<file path="config.mk">
export PLATFORM = sky130hd
export DESIGN_NAME = dqs_rd_bitslip_train
export DESIGN_NICKNAME = d
export VERILOG_FILES = /design/src/rtl/dqs_train_pkg.sv /design/src/rtl/dqs_train_timer.sv /design/src/rtl/dqs_rd_bitslip_train.sv
export SDC_FILE = /design/constraint.sdc
export NUM_CORES = 1
export LEC_CHECK = 0
export ABC_CLOCK_PERIOD_IN_PS = 2700
export CAP_MARGIN = 0
export CELL_PAD_IN_SITES_DETAIL_PLACEMENT = 0
export CELL_PAD_IN_SITES_GLOBAL_PLACEMENT = 1
export CORE_ASPECT_RATIO = 0.6
export CORE_UTILIZATION = 40
export DETAILED_ROUTE_END_ITERATION = 7
export HOLD_SLACK_MARGIN = 0.05
export PLACE_DENSITY_LB_ADDON = 0.1
export SYNTH_ARGS = -nofsm -noshare
export SYNTH_HDL_FRONTEND = slang
export SYNTH_SLANG_ARGS = --single-unit
</file>
<file path="constraint.sdc">
create_clock -name gsclk_il -period 2.7 [get_ports gsclk_il]
set_clock_uncertainty 0.15 [all_clocks]
set_input_delay 0.81 -clock gsclk_il [delete_from_list [all_inputs] [get_ports gsclk_il]]
set_output_delay 0.81 -clock gsclk_il [all_outputs]
set_load 0.005 [all_outputs]
</file>
<file path="src/rtl/dqs_train_pkg.sv">
// Shared types and constants for the DQS read/write training blocks.
package dqs_train_pkg;

   localparam int unsigned GEAR_W = 8;
   localparam int unsigned SLIP_W = 3;

   localparam logic [GEAR_W-1:0] EXP_PAT_DEF = 8'h55;

   typedef enum logic [2:0] {
      ST_IDLE   = 3'd0,
      ST_SAMPLE = 3'd1,
      ST_SLIP   = 3'd2,
      ST_SETTLE = 3'd3,
      ST_DONE   = 3'd4,
      ST_FAIL   = 3'd5
   } train_state_t;

endpackage

</file>
<file path="src/rtl/dqs_train_timer.sv">
// Clearable up-counter with a terminal flag that fires on the increment
// that brings the count to TERM. Saturates at all-ones so it never wraps.
module dqs_train_timer #(
   parameter int unsigned W    = 8,
   parameter int unsigned TERM = 8
) (
   input  logic clk,
   input  logic rst_n,
   input  logic clr,
   input  logic inc,
   output logic term_c
);

   logic [W-1:0] cnt;

   // Count register: clear has priority over increment.
   always_ff @(posedge clk or negedge rst_n) begin
      if (!rst_n) begin
         cnt <= '0;
      end else if (clr) begin
         cnt <= '0;
      end else if (inc && (cnt != '1)) begin
         cnt <= cnt + W'(1);
      end
   end

   // Terminal flag: this increment completes TERM counts.
   assign term_c = inc && !clr && (cnt == W'(TERM - 1));

endmodule

</file>
<file path="src/rtl/dqs_rd_bitslip_train.sv">
// Read-side DQS word-alignment trainer: compares the deserialized word with
// the expected toggle pattern during a training burst and issues bitslip
// pulses until the word is aligned, then reports done or fail.
module dqs_rd_bitslip_train
   import dqs_train_pkg::*;
#(
   parameter logic [GEAR_W-1:0] EXP_PAT    = EXP_PAT_DEF,
   parameter int unsigned       MATCH_CNT  = 16,
   parameter int unsigned       SETTLE_CYC = 8,
   parameter int unsigned       MAX_SLIP   = 7,
   parameter int unsigned       TIMEOUT    = 1023
) (
   input  logic              gsclk_il,
   input  logic              rst_n,
   input  logic [GEAR_W-1:0] q,
   input  logic              rd_valid,
   input  logic              train_start,
   output logic              align_pulse,
   output logic              train_busy,
   output logic              train_done,
   output logic              train_fail,
   output logic [SLIP_W-1:0] slip_cnt
);

   localparam int unsigned MATCH_W  = 8;
   localparam int unsigned SETTLE_W = 8;
   localparam int unsigned TMO_W    = 16;

   train_state_t       state;
   logic [MATCH_W-1:0] match_cnt;

   logic settle_clr_c;
   logic settle_inc_c;
   logic settle_term_c;
   logic tmo_clr_c;
   logic tmo_inc_c;
   logic tmo_term_c;

   // Timer controls: each timer only runs in its own state and is held at zero otherwise.
   assign settle_clr_c = (state != ST_SETTLE);
   assign settle_inc_c = (state == ST_SETTLE);
   assign tmo_clr_c    = (state != ST_SAMPLE) || rd_valid;
   assign tmo_inc_c    = (state == ST_SAMPLE) && !rd_valid;

   dqs_train_timer #(
      .W    (SETTLE_W),
      .TERM (SETTLE_CYC)
   ) u_settle_timer (
      .clk    (gsclk_il),
      .rst_n  (rst_n),
      .clr    (settle_clr_c),
      .inc    (settle_inc_c),
      .term_c (settle_term_c)
   );

   dqs_train_timer #(
      .W    (TMO_W),
      .TERM (TIMEOUT)
   ) u_tmo_timer (
      .clk    (gsclk_il),
      .rst_n  (rst_n),
      .clr    (tmo_clr_c),
      .inc    (tmo_inc_c),
      .term_c (tmo_term_c)
   );

   // Training FSM with registered outputs; align_pulse is raised on entry to SLIP only.
   always_ff @(posedge gsclk_il or negedge rst_n) begin
      if (!rst_n) begin
         state       <= ST_IDLE;
         align_pulse <= 1'b0;
         train_busy  <= 1'b0;
         train_done  <= 1'b0;
         train_fail  <= 1'b0;
         slip_cnt    <= '0;
         match_cnt   <= '0;
      end else begin
         align_pulse <= 1'b0;
         case (state)
            ST_IDLE, ST_DONE, ST_FAIL: begin
               if (train_start) begin
                  state      <= ST_SAMPLE;
                  train_busy <= 1'b1;
                  train_done <= 1'b0;
                  train_fail <= 1'b0;
                  slip_cnt   <= '0;
                  match_cnt  <= '0;
               end
            end
            ST_SAMPLE: begin
               if (rd_valid) begin
                  if (q == EXP_PAT) begin
                     match_cnt <= match_cnt + MATCH_W'(1);
                     if (match_cnt == MATCH_W'(MATCH_CNT - 1)) begin
                        state      <= ST_DONE;
                        train_done <= 1'b1;
                        train_busy <= 1'b0;
                     end
                  end else begin
                     match_cnt <= '0;
                     if (slip_cnt == SLIP_W'(MAX_SLIP)) begin
                        state      <= ST_FAIL;
                        train_fail <= 1'b1;
                        train_busy <= 1'b0;
                     end else begin
                        state       <= ST_SLIP;
                        align_pulse <= 1'b1;
                     end
                  end
               end else if (tmo_term_c) begin
                  state      <= ST_FAIL;
                  train_fail <= 1'b1;
                  train_busy <= 1'b0;
               end
            end
            ST_SLIP: begin
               slip_cnt <= slip_cnt + SLIP_W'(1);
               state    <= ST_SETTLE;
            end
            ST_SETTLE: begin
               if (settle_term_c) begin
                  state     <= ST_SAMPLE;
                  match_cnt <= '0;
               end
            end
            default: begin
               state <= ST_IDLE;
            end
         endcase
      end
   end

endmodule
</file>
==> summary.md <==
| Metric | Value |
|---|---|
| Die Area | `just under 0.006 mm^2` |
| Die Span X | `about 99 um` |
| H-tree lvl count | `2` |
| First-pass GRT wire length | `8.10 mm` |
| Ant diodes | `0` |
| PostCTS Resize Cnt | `0` |
| Vias/cell | `roughly 5.4` |
| Most common cell in the netlist | `dfrtp_1` |
| CTS clk-pin slew, worst paths | `80 ps` |
| Worst Path Required | `2790 ps` |
| Die height | `~60 um` |
| Total gr overflow | `0` |
| Antenna violations before repair | `0` |
| Worst flop-to-flop path startpoint | `u_settle_timer.cnt[5]` |
| Syn Nets | `approximately 260` |
| Max FO, Critical Path | `10` |
| Post-route setup slack | `~320 ps` |
| I/O pins | `19` |
| Predominant post-synthesis flop cell | `dfrtp_1` |
| Top cells by area, synth | `dfrtp_1, nor2_1, xor2_1` |
| Share of Yosys cell area claimed by the top area cell type | `0.470` |
| Switching power | `approximately 620 uW` |
| Final min period | `2380 ps` |
| Mapped Cells | `239` |
| Largest net degree at the start of global routing | `28` |
| Root Driver | `clkbuf_8` |
| Drt drc | `0` |
| DRT Wirelength | `slightly below 5 mm` |
| Fillers | `478` |
| Outcome | `finished, final reports clean` |
| Clk pwr share | `0.261` |
| GPL Wtd Cong | `around 0.8` |
| Async set-reset flop share out of synthesis | `1.00` |
| Critical path destination | `match_cnt[6]` |
| TritonCTS clock tree | `yes` |
| Crit. End Element | `register` |
| Area grow syn2layout | `18.2%` |
| CORE AREA | `around 0.0052 mm^2` |
| Layout cells sized above 1 | `0.0933` |
| Synth area leader | `dfrtp_1` |
| Sequential area share after synthesis | `0.470` |
| Initial DRC Count | `95` |
| TritonRoute pass-1 iters | `4` |
| Netlist Area Pre-Place | `0.00224 mm^2` |
| Final period utilization | `0.881` |
| GRT Util Overall | `0.183` |
| Critical path startpoint category | `register` |
| Fin. Hold Viols | `0` |
| Setup Viol. Count Final | `0` |
| Via count | `1816` |
| Leak pwr | `1.16 nW` |
| Post-route setup TNS | `0 ps` |
| Initial core utilization | `0.428` |
| Syn Area/Cell | `9.37 um^2` |
| Crit. Startpoint | `u_settle_timer.cnt[5]` |
| Sw Share | `0.326` |
| Nets | `285` |
| Worst-margin pin slew | `between 600 and 700 ps` |
| Pwr dens | `719 mW/mm^2` |
| Setup bufs post-CTS | `0` |
| Row Count | `20` |
| Setup Crit Path Kind | `register to register` |
| Post-Place Setup Slack | `127 ps` |
| Wire per inst | `14.6 um` |
| Max Cap Violations | `0` |
| Post-synth EDFFs | `0` |
| Internal power | `1.28 mW` |
| Synth Register Bits | `42` |
| Worst reg2reg path depth | `5` |
| Sequential Power Share | `0.423` |
| Gate power share | `0.316` |
| Setup slack, reg-to-reg | `between 300 and 400 ps` |
| Num CTS Buffers | `5` |
| Number of buffers added on ports | `18` |
| Post-DRT Antenna Nets | `0` |
| Vias in the first global route | `1625` |
| Slew headroom | `0.581` |
| Unrepaired setup endpoints after global routing | `false` |
| Post-DP HPWL | `3.44 mm` |
| PnR Total Power | `between 1.5 and 2 mW` |
| Final std cells w/o fill | `334` |
| Min-delay worst type | `register to register` |
| Worst skew pair latency | `around 310 ps` |
| Most frequent cells after synthesis | `dfrtp_1, nor2_1, nand2_1, o21ai_0, nand3_1` |
| Clock buffer depth | `2` |
| Clock Sinks | `42` |
| Synth Warn # | `0` |
| Final max-slew violation count | `0` |
| Max VDD drop | `0.256 mV` |
| Peak Freq | `0.420 GHz` |
| Placed insts | `326` |
| Hold buffer count at CTS | `0` |
| Synth cell types | `40` |
| Arr. time, crit path | `2470 ps` |
| Reg-to-reg endpoint | `match_cnt[6]` |
## power groups by stage
| stage | clock network (mW) | registers (mW) | logic [mW] |
|---|---|---|---|
| floorplan | 0 | 0.795 | 0.384 |
| global placement | 0 | 0.818 | 0.605 |
| detailed placement | 0 | 0.820 | 0.596 |
| CTS | 0.510 | 0.807 | 0.609 |
| global route | 0.530 | 0.822 | 0.673 |
| finish | 0.497 | 0.805 | 0.600 |
## registers in the layout (all words and copies together) (netlist names)
signal,count
u_tmo_timer.cnt,16
train_done,1
state,3
train_busy,1
u_settle_timer.cnt,8
match_cnt,8
train_fail,1
align_pulse,1
slip_cnt,3
## layout make-up
cell class / instances / area [um^2] / share of cell area
clock buffer: 5 / 68.8 / 0.0260
clock inverter: 3 / 40.0 / 0.0151
inverter: 4 / 15.0 / 0.00567
multi-input combinational: 188 / 1150 / 0.436
sequential: 42 / 1050 / 0.397
tap: 66 / 82.6 / 0.0312
timing repair buffer: 26 / 235 / 0.0889
## logic make-up (layout without fill, tap and decap cells)
| group | after synthesis | count (layout) | synth area share |
|---|---|---|---|
| and+or+nand+nor | 120 | 120 | 0.282 |
| AOI/OAI and AO/OA | 43 | 43 | 0.122 |
| DFF | 42 | 42 | 0.470 |
| xor gates and xnor gates | 14 | 14 | 0.0548 |
| buffers and inverters | 9 | 38 | 0.0151 |
| adders and majority gates | 6 | 6 | 0.0335 |
| muxes | 5 | 5 | 0.0229 |
## worst min path at each step
| stage | startpoint | cells after the start | endpoint | slack (ps) |
|---|---|---|---|---|
| detailed placement | train_busy | 1 | train_busy | 330 |
| CTS | match_cnt[7] | 1 | match_cnt[7] | 340 |
| global route | match_cnt[7] | 1 | match_cnt[7] | 340 |
| floorplan | match_cnt[7] | 1 | match_cnt[7] | 290 |
| global placement | match_cnt[7] | 1 | match_cnt[7] | 320 |
| finish | match_cnt[7] | 1 | match_cnt[7] | 340 |
## layer usage
layer / up-vias / track usage / share of wire
met5: - / 0 / 0
met4: 0 / 0.0640 / 0.012
met3: 6 / 0.0433 / 0.039
met2: 29 / 0.238 / 0.37
met1: 857 / 0.289 / 0.58
li1: 924 / - / -
## stage by stage
stage	area, um^2	utilization	hold WS, ps
4_1_cts	2650	0.506	336
3_3_place_gp	2540	0.485	322
5_1_grt	2650	0.506	343
2_1_floorplan	2240	-	292
3_5_place_dp	2540	0.485	326
6_report	2650	0.506	338
## worst max-delay path, cell delays in order (launching register included)
cell and delay [ps]:
dfrtp_1 440, or4_4 570, or3_4 350, o22a_4 260
or4_1 470, nand3_1 90
## layout by cell type, fill, tap and decap left out, drive strengths merged, types with 3 or more instances in the layout
cell type and n:
nor3 6, and3 10, clkbuf 5, dfrtp 42, nand3 15, o21ai 17
or4 3, ha 6, clkdlybuf4s50 17, nand4 9, nor2 31, and4 3
nand2 23, a31oi 5, nand2b 4, mux2i 4, xnor2 3, a211oi 3
nor3b 3, inv 4, a21oi 6, buf 9, and2 5, xor2 11
No activity file was read; power rests on OpenSTA's default activity.
